## config.mk

```make
export PLATFORM = sky130hd
export DESIGN_NAME = single_argmax_flat
export DESIGN_NICKNAME = d
export VERILOG_FILES = /design/src/rtl/single_argmax_if.sv /design/src/rtl/single_argmax.sv /design/src/flat_wrapper.sv
export SDC_FILE = /design/constraint.sdc
export NUM_CORES = 1
export LEC_CHECK = 0
export ABC_AREA = 0
export CAP_MARGIN = 20
export CORE_MARGIN = 10
export CORE_UTILIZATION = 54
export CTS_CLUSTER_DIAMETER = 40
export DETAILED_ROUTE_END_ITERATION = 12
export PLACE_DENSITY = 0.92
export SYNTH_ARGS = -nofsm -noshare
export SYNTH_HDL_FRONTEND = slang
export SYNTH_SLANG_ARGS = --single-unit
```

## constraint.sdc

```tcl
create_clock -name clk -period 3.4 [get_ports clk]
set_input_delay 0.68 -clock clk [delete_from_list [all_inputs] [get_ports clk]]
set_output_delay 0.68 -clock clk [all_outputs]
set_load 0.1 [all_outputs]
```

## src/rtl/single_argmax_if.sv

```systemverilog
// Valid/ready bundle between the element stream, single_argmax and the result consumer.
// The out_nan wire exists only when SINGLE_ARGMAX_NAN_EN is defined.
interface single_argmax_if #(parameter int IDX_W = 16);
  logic             in_valid;
  logic             in_ready;
  logic [31:0]      in_data;
  logic             in_last;
  logic             out_valid;
  logic             out_ready;
  logic [31:0]      out_max;
  logic [IDX_W-1:0] out_idx;
  logic [IDX_W-1:0] out_count;
  logic             out_ovf;
`ifdef SINGLE_ARGMAX_NAN_EN
  logic             out_nan;
`endif

  modport master (
    output in_valid, in_data, in_last, out_ready,
`ifdef SINGLE_ARGMAX_NAN_EN
    input  out_nan,
`endif
    input  in_ready, out_valid, out_max, out_idx, out_count, out_ovf
  );

  modport slave (
    input  in_valid, in_data, in_last, out_ready,
`ifdef SINGLE_ARGMAX_NAN_EN
    output out_nan,
`endif
    output in_ready, out_valid, out_max, out_idx, out_count, out_ovf
  );
endinterface

```

## src/rtl/single_argmax.sv

```systemverilog
// Streaming arg-max over single-precision vectors: one element per cycle, result held until taken.
// Optional feature macro SINGLE_ARGMAX_NAN_EN: NaNs never win and out_nan flags their presence.
module single_argmax #(
  parameter int IDX_W = 16
) (
  input  logic           clk,
  input  logic           rst,
  single_argmax_if.slave bus
);

  typedef enum logic {ACCUM = 1'b0, HOLD = 1'b1} state_e;

  state_e           state_q, state_d;
  logic [IDX_W-1:0] cnt_q, cnt_d;
  logic [IDX_W-1:0] idx_q, idx_d;
  logic             ovf_q, ovf_d;
  logic [31:0]      max_q, max_d;
  logic [31:0]      out_max_q, out_max_d;
  logic [IDX_W-1:0] out_idx_q, out_idx_d;
  logic [IDX_W-1:0] out_count_q, out_count_d;
  logic             out_ovf_q, out_ovf_d;
  logic             xfer, first, take;
  logic [31:0]      new_max;
  logic [IDX_W-1:0] new_idx;
`ifdef SINGLE_ARGMAX_NAN_EN
  logic             nan_q, nan_d;
  logic             max_nan_q, max_nan_d;
  logic             out_nan_q, out_nan_d;
  logic             in_nan;
`endif

  // Comparator ordering: sign first, then magnitude (inverted for negatives); equal bits never win.
  function automatic logic gt(input logic [31:0] a, input logic [31:0] b);
    if (a == b)              return 1'b0;
    else if (a[31] != b[31]) return !a[31];
    else if (!a[31])         return a[30:0] > b[30:0];
    else                     return a[30:0] < b[30:0];
  endfunction

  assign bus.in_ready  = (state_q == ACCUM) && !rst;
  assign bus.out_valid = (state_q == HOLD);
  assign bus.out_max   = out_max_q;
  assign bus.out_idx   = out_idx_q;
  assign bus.out_count = out_count_q;
  assign bus.out_ovf   = out_ovf_q;
`ifdef SINGLE_ARGMAX_NAN_EN
  assign bus.out_nan   = out_nan_q;
`endif

  always_comb begin
    // NOTE: every _d takes its _q value first, so no branch can leave one unassigned and infer a latch.
    state_d     = state_q;
    cnt_d       = cnt_q;
    idx_d       = idx_q;
    ovf_d       = ovf_q;
    max_d       = max_q;
    out_max_d   = out_max_q;
    out_idx_d   = out_idx_q;
    out_count_d = out_count_q;
    out_ovf_d   = out_ovf_q;

    xfer  = bus.in_valid && bus.in_ready;
    // After a wrap the counter is 0 again, so the sticky bit separates "first" from "wrapped".
    first = (cnt_q == '0) && !ovf_q;
`ifdef SINGLE_ARGMAX_NAN_EN
    nan_d     = nan_q;
    max_nan_d = max_nan_q;
    out_nan_d = out_nan_q;
    in_nan    = (bus.in_data[30:23] == 8'hFF) && (bus.in_data[22:0] != 23'd0);
    take      = first || (!in_nan && (max_nan_q || gt(bus.in_data, max_q)));
`else
    take      = first || gt(bus.in_data, max_q);
`endif
    new_max = take ? bus.in_data : max_q;
    new_idx = take ? cnt_q : idx_q;

    unique case (state_q)
      ACCUM: begin
        if (xfer) begin
          max_d = new_max;
          idx_d = new_idx;
          cnt_d = cnt_q + IDX_W'(1);
          ovf_d = ovf_q | (&cnt_q);
`ifdef SINGLE_ARGMAX_NAN_EN
          max_nan_d = take ? in_nan : max_nan_q;
          nan_d     = nan_q | in_nan;
`endif
          if (bus.in_last) begin
            out_max_d   = new_max;
            out_idx_d   = new_idx;
            out_count_d = cnt_q;
            out_ovf_d   = ovf_q;
            cnt_d       = '0;
            ovf_d       = 1'b0;
`ifdef SINGLE_ARGMAX_NAN_EN
            out_nan_d   = nan_q | in_nan;
            nan_d       = 1'b0;
`endif
            state_d     = HOLD;
          end
        end
      end
      HOLD: begin
        if (bus.out_ready) state_d = ACCUM;
      end
      default: state_d = ACCUM;
    endcase
  end

  always_ff @(posedge clk) begin
    if (rst) begin
      // NOTE: sequential state uses <= so every flop samples the pre-edge values of the others.
      state_q     <= ACCUM;
      cnt_q       <= '0;
      idx_q       <= '0;
      ovf_q       <= 1'b0;
      max_q       <= '0;
      out_max_q   <= '0;
      out_idx_q   <= '0;
      out_count_q <= '0;
      out_ovf_q   <= 1'b0;
`ifdef SINGLE_ARGMAX_NAN_EN
      nan_q       <= 1'b0;
      max_nan_q   <= 1'b0;
      out_nan_q   <= 1'b0;
`endif
    end else begin
      state_q     <= state_d;
      cnt_q       <= cnt_d;
      idx_q       <= idx_d;
      ovf_q       <= ovf_d;
      max_q       <= max_d;
      out_max_q   <= out_max_d;
      out_idx_q   <= out_idx_d;
      out_count_q <= out_count_d;
      out_ovf_q   <= out_ovf_d;
`ifdef SINGLE_ARGMAX_NAN_EN
      nan_q       <= nan_d;
      max_nan_q   <= max_nan_d;
      out_nan_q   <= out_nan_d;
`endif
    end
  end

endmodule
```

## src/flat_wrapper.sv

```systemverilog
// flat-port wrapper written by rule: the top's interface ports become plain ports
module single_argmax_flat 
#(
  parameter int IDX_W = 16
)
  (clk, rst, bus_in_valid, bus_in_data, bus_in_last, bus_out_ready, bus_in_ready, bus_out_valid, bus_out_max, bus_out_idx, bus_out_count, bus_out_ovf);
  single_argmax_if #(.IDX_W(IDX_W)) bus_i ();
  input  logic clk;
  input  logic rst;
  input wire logic [$bits(bus_i.in_valid)-1:0] bus_in_valid;
  input wire logic [$bits(bus_i.in_data)-1:0] bus_in_data;
  input wire logic [$bits(bus_i.in_last)-1:0] bus_in_last;
  input wire logic [$bits(bus_i.out_ready)-1:0] bus_out_ready;
  output wire logic [$bits(bus_i.in_ready)-1:0] bus_in_ready;
  output wire logic [$bits(bus_i.out_valid)-1:0] bus_out_valid;
  output wire logic [$bits(bus_i.out_max)-1:0] bus_out_max;
  output wire logic [$bits(bus_i.out_idx)-1:0] bus_out_idx;
  output wire logic [$bits(bus_i.out_count)-1:0] bus_out_count;
  output wire logic [$bits(bus_i.out_ovf)-1:0] bus_out_ovf;
  assign bus_i.in_valid = bus_in_valid;
  assign bus_i.in_data = bus_in_data;
  assign bus_i.in_last = bus_in_last;
  assign bus_i.out_ready = bus_out_ready;
  assign bus_in_ready = bus_i.in_ready;
  assign bus_out_valid = bus_i.out_valid;
  assign bus_out_max = bus_i.out_max;
  assign bus_out_idx = bus_i.out_idx;
  assign bus_out_count = bus_i.out_count;
  assign bus_out_ovf = bus_i.out_ovf;
  single_argmax #(.IDX_W(IDX_W)) u_core (.clk(clk), .rst(rst), .bus(bus_i));
endmodule
```

==> results of run 1 <==
[path summary, 6_finish.rpt]
path / from / endpoint / slack (ps) / depth (start not counted)
worst min-delay path: u_core.bus.out_count[5] / u_core.bus.out_count[5] / 470 / 2
worst max register to register: u_core.max_q[21] / u_core.bus.out_idx[8] / 490 / 9
worst max-delay path: bus_in_data[22] / u_core.bus.out_idx[8] / 150 / 9
worst min register to register: u_core.bus.out_count[5] / u_core.bus.out_count[5] / 470 / 2
[cells in the final DEF (no fill, tap or decap), drive strengths merged, types with 22 or more instances in the layout]
cell	netlist	layout
nor2	49	49
nand2b	23	23
ha	33	33
clkdlybuf4s50	0	52
dfxtp	131	131
inv	33	34
buf	18	77
nand2	69	69
mux2	42	42
a311o	30	30
and2	31	31
nor3	46	46
and3	22	22
[routing by layer]
layer,vias to the layer above,share of wire (%),global-route usage [%]
li1,2661,-,-
met1,2775,38,24.3
met2,319,50,38.3
met3,92,7.3,6.20
met4,0,4.7,13.8
met5,-,0,0
[stage by stage]
| stage | area, µm² | setup slack [ps] | instances | TNS [ps] | hold slack (ps) |
|---|---|---|---|---|---|
| 2_1_floorplan | 6350 | 348 | 699 | 0 | 448 |
| 3_3_place_gp | 7460 | -221 | 921 | -10760 | 457 |
| 3_5_place_dp | 7460 | -269 | 921 | -16010 | 466 |
| 4_1_cts | 8070 | 114 | 952 | 0 | 475 |
| 5_1_grt | 8100 | 20.8 | 953 | 0 | 486 |
| 6_report | 8100 | 151 | 953 | 0 | 474 |
[state kept, by name, indices dropped and copies added (netlist names)]
signal and cells:
u_core.bus.out_ovf 1, u_core.bus.out_idx 16, u_core.bus.out_count 16, u_core.bus.out_max 32, u_core.max_q 32, u_core.cnt_q 16
u_core.ovf_q 1, u_core.idx_q 16, u_core.bus.out_valid 1
[tightest hold or removal path: stages, from the launching register on]
cell,delay (ps)
dfxtp_1,310
nand2b_1,60
o21bai_1,60
[cells by family (layout without fill, tap and decap cells)]
group,Yosys count,in the layout
AND/OR/NAND/NOR,290,290
flip-flops,131,131
multiplexers,46,46
adder cells (fa/ha/maj),33,33
XOR/XNOR,11,11
AO/OA/AOI/OAI,106,106
buffers and inverters,82,193
[power by group through the flow]
stage / registers, mW / clock network (mW) / logic [mW]
floorplan: 1.85 / 0 / 0.305
global placement: 1.66 / 0 / 0.676
detailed placement: 1.67 / 0 / 0.702
CTS: 1.64 / 1.89 / 0.717
global route: 1.64 / 1.96 / 0.779
finish: 1.64 / 1.89 / 0.733
[area by class of cell]
cell class / count / area [µm²]
repair buffers: 129 / 1160
flip-flops and latches: 131 / 2620
well taps: 143 / 179
inverters: 33 / 124
clock inverters: 12 / 155
fillers: 757 / 3370
clock buffers: 19 / 453
multi-input cells: 486 / 3410
==> impl_results.html, run 1 <==
<table>
<tr><th>Metric</th><th>Value</th></tr>
<tr><th colspan="2">GRT</th></tr>
<tr><td>Pin count of the biggest net entering global routing</td><td>77</td></tr>
<tr><td>Total routing usage reported by global routing</td><td>about 22%</td></tr>
<tr><td>Global route total overflow</td><td>0</td></tr>
<tr><td>Global-route wire length before repair</td><td>30400 µm</td></tr>
<tr><td>Number of global-route vias before repair</td><td>6051</td></tr>
<tr><td>Initial antenna violation count</td><td>0</td></tr>
<tr><th colspan="2">Worst setup path</th></tr>
<tr><td>Worst setup path class</td><td>primary input to register</td></tr>
<tr><td>Critical path data arrival time</td><td>approximately 3600 ps</td></tr>
<tr><td>Endpoint class of the critical path</td><td>register</td></tr>
<tr><td>Top cell family by delay on the critical path</td><td>compound AO/OA/AOI/OAI gates</td></tr>
<tr><td>Slowest library cell on the worst path</td><td>clkdlybuf4s50_1</td></tr>
<tr><td>Largest fanout on the critical path</td><td>11</td></tr>
<tr><td>Data required time at the worst endpoint</td><td>3720 ps</td></tr>
<tr><td>Stage delay of the slowest cell on the critical path</td><td>between 400 and 500 ps</td></tr>
<tr><td>Critical path buffer and inverter count</td><td>2</td></tr>
<tr><td>Cell chain of the critical path</td><td>clkdlybuf4s50_1 &gt; ha_1 &gt; and4_1 &gt; a221oi_2 &gt; o211ai_1 &gt; mux2i_4 &gt; buf_4 &gt; nand4b_1 &gt; a221o_1</td></tr>
<tr><td>Critical path launch point type</td><td>primary input</td></tr>
<tr><th colspan="2">Layout</th></tr>
<tr><td>Layout area overhead</td><td>27.5%</td></tr>
<tr><td>Final standard cell utilization of the core</td><td>between 70% and 80%</td></tr>
<tr><td>Share of cells above drive strength 1</td><td>a little under a fifth</td></tr>
<tr><td>Ant diodes</td><td>0</td></tr>
<tr><td># nets final</td><td>868</td></tr>
<tr><th colspan="2">Pwr</th></tr>
<tr><td>P_int</td><td>between 3 and 4 mW</td></tr>
<tr><td>Power share of the sequential group</td><td>between 30% and 40%</td></tr>
<tr><td>Power Density</td><td>about 530 mW/mm²</td></tr>
<tr><td>Fraction of power spent switching nets</td><td>between 20% and 30%</td></tr>
<tr><td>Logic pwr share</td><td>between 10% and 20%</td></tr>
<tr><td>Leakage</td><td>3.32 nW</td></tr>
<tr><td>Net switching power</td><td>about 1.2 mW</td></tr>
<tr><td>Worst IR drop on VDD</td><td>roughly 0.00038 V</td></tr>
<tr><td>Part of the total power dissipated in the clock network</td><td>around 44%</td></tr>
<tr><td>Total power draw</td><td>between 4 and 5 mW</td></tr>
<tr><th colspan="2">Die</th></tr>
<tr><td>Die area</td><td>roughly 0.016 mm²</td></tr>
<tr><td>Rows</td><td>39</td></tr>
<tr><td>Area of the core region</td><td>between 0.01 and 0.015 mm²</td></tr>
<tr><td>Die boundary width</td><td>around 130 µm</td></tr>
<tr><td>Count of pins on the block boundary</td><td>between 100 and 150</td></tr>
<tr><td>Vertical die dimension</td><td>~130 µm</td></tr>
<tr><td>Effective utilization at floorplan</td><td>55.4%</td></tr>
<tr><th colspan="2">Timing</th></tr>
<tr><td>Tightest slew margin relative to the limit</td><td>about a third</td></tr>
<tr><td>Worst clock skew</td><td>around 9 ps</td></tr>
<tr><td>Fin crit share</td><td>between 90% and 100%</td></tr>
<tr><td>Fin. Hold Viols</td><td>0</td></tr>
<tr><td>Total of endpoints with negative setup slack in the final report</td><td>0</td></tr>
<tr><td>Slew at the pin closest to its max-slew limit</td><td>approximately 980 ps</td></tr>
<tr><td>Unrepaired setup endpoints after global routing</td><td>no</td></tr>
<tr><td>Post-layout min period</td><td>between 3000 and 4000 ps</td></tr>
<tr><td>Final max-slew violation count</td><td>0</td></tr>
<tr><td>Max Clk Rate</td><td>0.308 GHz</td></tr>
<tr><th colspan="2">Logic synthesis</th></tr>
<tr><td>Synth Area in Adders</td><td>under 10%</td></tr>
<tr><td>Post-synthesis average cell area</td><td>9.09 µm²</td></tr>
<tr><td>Mux share of post-synthesis cell area</td><td>around 8.1%</td></tr>
<tr><td>Share of the synthesized area in compound gates (AO/OA/AOI/OAI)</td><td>around an eighth</td></tr>
<tr><td>Synthesized-area fraction occupied by xor and xnor cells</td><td>approximately 1.5%</td></tr>
<tr><td>Number of flops mapped to enable cells by yosys</td><td>0</td></tr>
<tr><td>Register area share after synthesis</td><td>a little over 40%</td></tr>
<tr><td>Count leader, synth</td><td>dfxtp_1</td></tr>
<tr><td>Dominant combinational cell family by area after synthesis</td><td>simple AND/OR/NAND/NOR gates</td></tr>
<tr><td>Fraction of registers with async set or reset after synthesis</td><td>0%</td></tr>
<tr><td>Netlist Area Pre-Place</td><td>roughly 0.0064 mm²</td></tr>
<tr><td>Cell types with the largest area share after synthesis</td><td>dfxtp_1 41%, ha_1 6.5%, mux2_2 5.0%</td></tr>
<tr><td>Ranking of synthesized cells by instance count</td><td>131 x dfxtp_1, 68 x nand2_1, 49 x nor2_1</td></tr>
<tr><td>Fraction of synthesized cell area taken by the top area cell type</td><td>41.3%</td></tr>
<tr><td>Flip-flop and latch count after synthesis</td><td>around 130</td></tr>
<tr><td>Post-Syn Instances</td><td>~700</td></tr>
<tr><td>Basic-gate share of the synthesized area counting and, or, nand and nor cells</td><td>23.6%</td></tr>
<tr><td>Count of different cell masters after synthesis</td><td>44</td></tr>
<tr><td>Cell taking the most area after synthesis</td><td>dfxtp_1</td></tr>
<tr><td>Mapped Nets</td><td>approximately 770</td></tr>
<tr><td>Yosys warning count</td><td>0</td></tr>
<tr><td>Ys flop type</td><td>dfxtp_1</td></tr>
<tr><th colspan="2">Detailed routing</th></tr>
<tr><td>Via-to-Cell Ratio</td><td>between 6 and 7</td></tr>
<tr><td>Via count of the routed design</td><td>5847</td></tr>
<tr><td>Detailed-route DRC error count</td><td>0</td></tr>
<tr><td>Post-DR wirelength/cell</td><td>19.7 µm</td></tr>
<tr><td>Number of detailed-route iterations in the first pass</td><td>8</td></tr>
<tr><td>Number of design-rule violations left by the first detailed-router iteration</td><td>~570</td></tr>
<tr><td>Final routed wirelength across all metal layers</td><td>18700 µm</td></tr>
<tr><td>Remaining number of nets flagged by the antenna check after routing</td><td>0</td></tr>
<tr><th colspan="2">Job</th></tr>
<tr><td>Number of max-cap violations</td><td>0</td></tr>
<tr><th colspan="2">Status</th></tr>
<tr><td>Outcome</td><td>complete, no violations</td></tr>
<tr><th colspan="2">CTS</th></tr>
<tr><td>Buffers inserted by post-CTS timing repair</td><td>0</td></tr>
<tr><td>Number of hold buffers added after cts</td><td>0</td></tr>
<tr><td>Clock transition time at the flip-flop clock pins of the worst setup and hold paths</td><td>~60 ps</td></tr>
<tr><td>Maximum number of buffers from clock root to sink</td><td>2</td></tr>
<tr><td>CTS buffer count</td><td>17</td></tr>
<tr><td>Max H-tree Level</td><td>4</td></tr>
<tr><td>Clock Latency Late Sink</td><td>between 400 and 500 ps</td></tr>
<tr><td>Clock net sink count</td><td>~130</td></tr>
<tr><td>CTS tree</td><td>yes</td></tr>
<tr><td>Cells resized by post-CTS repair</td><td>0</td></tr>
<tr><td>Root buffer cell</td><td>clkbuf_16</td></tr>
<tr><th colspan="2">Hold path</th></tr>
<tr><td>Worst hold-check path type</td><td>register to register</td></tr>
<tr><th colspan="2">Place</th></tr>
<tr><td>Dpl hpwl</td><td>between 10000 and 15000 µm</td></tr>
<tr><td>Final estimated routing congestion in global placement</td><td>0.839</td></tr>
<tr><td>Port Buffer Count</td><td>between 100 and 150</td></tr>
</table>
Note: power is estimated with default switching activity, not from simulation.
==> run 2, diff against run 1 <==
CORE_MARGIN = default   (was 10)
==> impl_results.html, run 2 (same netlist as run 1, synthesis figures left out) <==
<table>
<tr><th>Metric</th><th>Value</th></tr>
<tr><th colspan="2">Layout</th></tr>
<tr><td>Layout fillers</td><td>737 (-2.6%)</td></tr>
<tr><td># nets final</td><td>874 (+0.69%)</td></tr>
<tr><td>Share of cells above drive strength 1</td><td>15.7% (-2.4 points)</td></tr>
<tr><td>Highest-count cells in the layout ignoring fill and taps</td><td>131 x dfxtp_1, 75 x clkdlybuf4s50_1, 68 x nand2_1, 54 x buf_4, 47 x nor2_1</td></tr>
<tr><td>Layout area overhead</td><td>29.8%</td></tr>
<tr><td>Most common cell after layout, fill and taps aside</td><td>dfxtp_1</td></tr>
<tr><td>Ant diodes</td><td>0 (unchanged)</td></tr>
<tr><td>Finished Cell Area</td><td>0.00824 mm² (+1.7%)</td></tr>
<tr><th colspan="2">Worst setup path</th></tr>
<tr><td>Data required time at the worst endpoint</td><td>3710 ps (about the same)</td></tr>
<tr><td>Critical path launch point type</td><td>primary input</td></tr>
<tr><td>Critical path data arrival time</td><td>3660 ps (+90 ps)</td></tr>
<tr><td>Largest fanout on the critical path</td><td>9 (-2)</td></tr>
<tr><td>Worst setup path class</td><td>primary input to register</td></tr>
<tr><td>Endpoint class of the critical path</td><td>register</td></tr>
<tr><th colspan="2">Die</th></tr>
<tr><td>Die boundary width</td><td>110 µm (-14%)</td></tr>
<tr><td>Count of pins on the block boundary</td><td>104 (unchanged)</td></tr>
<tr><td>Effective utilization at floorplan</td><td>55.6% (+0.24 points)</td></tr>
<tr><td>Area of the core region</td><td>0.0114 mm² (-0.42%)</td></tr>
<tr><td>Rows</td><td>39 (unchanged)</td></tr>
<tr><td>Vertical die dimension</td><td>110 µm (-14%)</td></tr>
<tr><td>Die area</td><td>0.0122 mm² (-26%)</td></tr>
<tr><th colspan="2">GRT</th></tr>
<tr><td>Number of global-route vias before repair</td><td>6117 (+1.1%)</td></tr>
<tr><td>Pin count of the biggest net entering global routing</td><td>73 (-5.2%)</td></tr>
<tr><td>Global-route wire length before repair</td><td>29500 µm (-3.0%)</td></tr>
<tr><td>Total routing usage reported by global routing</td><td>30.0% (+7.5 points)</td></tr>
<tr><td>Initial antenna violation count</td><td>0 (unchanged)</td></tr>
<tr><td>Global route total overflow</td><td>0 (unchanged)</td></tr>
<tr><th colspan="2">Timing</th></tr>
<tr><td>Fin crit share</td><td>98.4% (+2.8 points)</td></tr>
<tr><td>Total of endpoints with negative setup slack in the final report</td><td>0 (unchanged)</td></tr>
<tr><td>Slew at the pin closest to its max-slew limit</td><td>1060 ps (+79.6 ps)</td></tr>
<tr><td>Max Clk Rate</td><td>0.299 GHz (-2.8%)</td></tr>
<tr><td>Setup tns final</td><td>0 ps (unchanged)</td></tr>
<tr><td>Tightest slew margin relative to the limit</td><td>28.9% (-5.3 points)</td></tr>
<tr><td>Fin. Hold Viols</td><td>0 (unchanged)</td></tr>
<tr><td>Worst Hold Margin</td><td>471 ps (-2.85 ps)</td></tr>
<tr><td>Worst clock skew</td><td>7.86 ps (-1.12 ps)</td></tr>
<tr><td>Post-layout min period</td><td>3340 ps (+95.2 ps)</td></tr>
<tr><td>Final max-slew violation count</td><td>0 (unchanged)</td></tr>
<tr><th colspan="2">Status</th></tr>
<tr><td>Violations in the final reports</td><td>design-rule violations</td></tr>
<tr><td>Outcome</td><td>finished with violations</td></tr>
<tr><th colspan="2">Detailed routing</th></tr>
<tr><td>Post-DR wirelength/cell</td><td>19.0 µm (-3.2%)</td></tr>
<tr><td>Final routed wirelength across all metal layers</td><td>18300 µm (-2.4%)</td></tr>
<tr><td>Number of design-rule violations left by the first detailed-router iteration</td><td>579 (+2.1%)</td></tr>
<tr><td>Detailed-route DRC error count</td><td>1 (+1)</td></tr>
<tr><td>Number of detailed-route iterations in the first pass</td><td>9 (+1)</td></tr>
<tr><td>Via count of the routed design</td><td>5898 (+0.87%)</td></tr>
<tr><td>Remaining number of nets flagged by the antenna check after routing</td><td>0 (unchanged)</td></tr>
<tr><td>Via-to-Cell Ratio</td><td>6.14 (+0.14%)</td></tr>
<tr><th colspan="2">Pwr</th></tr>
<tr><td>Power share of the sequential group</td><td>37.1% (-1.4 points)</td></tr>
<tr><td>P_int</td><td>3.18 mW (+4.9%)</td></tr>
<tr><td>Fraction of power spent switching nets</td><td>28.0% (-0.84 points)</td></tr>
<tr><td>Power Density</td><td>536 mW/mm² (+1.9%)</td></tr>
<tr><td>Worst IR drop on VDD</td><td>0.000367 V (-3.1%)</td></tr>
<tr><td>Part of the total power dissipated in the clock network</td><td>45.8% (+1.5 points)</td></tr>
<tr><td>Net switching power</td><td>1.24 mW (+0.67%)</td></tr>
<tr><td>Leakage</td><td>3.32 nW (-0.10%)</td></tr>
<tr><td>Logic pwr share</td><td>17.1% (about the same)</td></tr>
<tr><th colspan="2">Job</th></tr>
<tr><td>Number of max-cap violations</td><td>0 (unchanged)</td></tr>
<tr><th colspan="2">CTS</th></tr>
<tr><td>CTS tree</td><td>yes</td></tr>
<tr><td>Clock net sink count</td><td>131 (unchanged)</td></tr>
<tr><td>Number of hold buffers added after cts</td><td>0 (unchanged)</td></tr>
<tr><td>Maximum number of buffers from clock root to sink</td><td>2 (unchanged)</td></tr>
<tr><td>Clock Latency Late Sink</td><td>420 ps (about the same)</td></tr>
<tr><td>Max H-tree Level</td><td>4 (unchanged)</td></tr>
<tr><td>CTS buffer count</td><td>17 (unchanged)</td></tr>
<tr><td>Clock transition time at the flip-flop clock pins of the worst setup and hold paths</td><td>60 ps (about the same)</td></tr>
<tr><td>Root buffer cell</td><td>clkbuf_16</td></tr>
<tr><th colspan="2">Place</th></tr>
<tr><td>Dpl hpwl</td><td>11100 µm (-4.7%)</td></tr>
<tr><td>Port Buffer Count</td><td>103 (unchanged)</td></tr>
<tr><td>Post-place instance area</td><td>0.00756 mm² (+1.4%)</td></tr>
<tr><td>Final estimated routing congestion in global placement</td><td>0.809 (-3.6%)</td></tr>
<tr><th colspan="2">Hold path</th></tr>
<tr><td>Worst hold-check path type</td><td>register to register</td></tr>
</table>
## run 2: cell types whose count changed in the layout (fill, tap and decap cells not counted), moves of 2 or more
cell,previous run,this run
buf_4,71,54
clkdlybuf4s50_1,52,75
a221oi_2,2,0
bufinv_16,3,5
clkbuf_1,0,2
## run 2: path summary, 6_finish.rpt
| kind | from | end | slack (ps) | depth (start not counted) |
|---|---|---|---|---|
| max | bus_in_data[21] | u_core.bus.out_idx[9] | 60 | 10 |
| min | u_core.bus.out_count[14] | u_core.bus.out_count[14] | 470 | 2 |
| max reg2reg | u_core.max_q[13] | u_core.bus.out_idx[9] | 330 | 10 |
| min reg2reg | u_core.bus.out_count[14] | u_core.bus.out_count[14] | 470 | 2 |
## run 2: worst max-delay path, stage by stage
cell,delay [ps]
clkdlybuf4s50_1,450
ha_1,360
and4_2,300
and4_1,210
o21ai_1,150
o211ai_1,250
mux2i_4,280
buf_4,220
nand4b_1,350
a221o_1,400
## run 2: final cells by class
| class | count | area, µm² | share of cell area, % |
|---|---|---|---|
| Multi-Input combinational cell | 486 | 3410 | 41.4 |
| Sequential cell | 131 | 2620 | 31.8 |
| Timing Repair Buffer | 135 | 1250 | 15.2 |
| Clock buffer | 20 | 447 | 5.42 |
| Clock inverter | 12 | 203 | 2.46 |
| Tap cell | 143 | 179 | 2.17 |
| Inverter | 33 | 124 | 1.50 |
## run 2: power by group through the flow
stage               clock [mW]  sequential, mW  combinational (mW)
floorplan                    0            1.85               0.305
global placement             0            1.66               0.680
detailed placement           0            1.67               0.712
CTS                       2.02            1.64               0.734
global route              2.10            1.64               0.792
finish                    2.03            1.64               0.755
## run 2: layer usage
| metal | routed length [µm] | vias to the layer above | GRT usage [%] |
|---|---|---|---|
| met5 | 0 | - | 0 |
| met4 | 824 | 0 | 18.9 |
| met3 | 1280 | 76 | 7.85 |
| met2 | 9090 | 312 | 51.4 |
| met1 | 7090 | 2829 | 32.7 |
| li1 | - | 2681 | - |
## run 2: what timing repair did
| action | in CTS | in global routing |
|---|---|---|
| setup endpoints to repair | 1 | 66 |
| pin swaps | 0 | 3 |
| setup buffers | 0 | 1 |
| resized for setup | 1 | 3 |
## run 2: through the flow
stage                     setup slack, ps  std cells  util, %  power [mW]
after floorplan                       348        699        -        2.15
after global placement               -214        927     66.2        2.34
after detailed placement             -381        927     66.2        2.38
after CTS                             101        959     72.0        4.39
after global routing                -10.8        960     72.2        4.54
final                                55.7        960     72.2        4.42
==> run 3, diff against run 2 <==
SLEW_MARGIN = 20   (was default)
==> results of run 3 <==
Same layout as run 2: the final DEF is identical, and so are final timing and power.
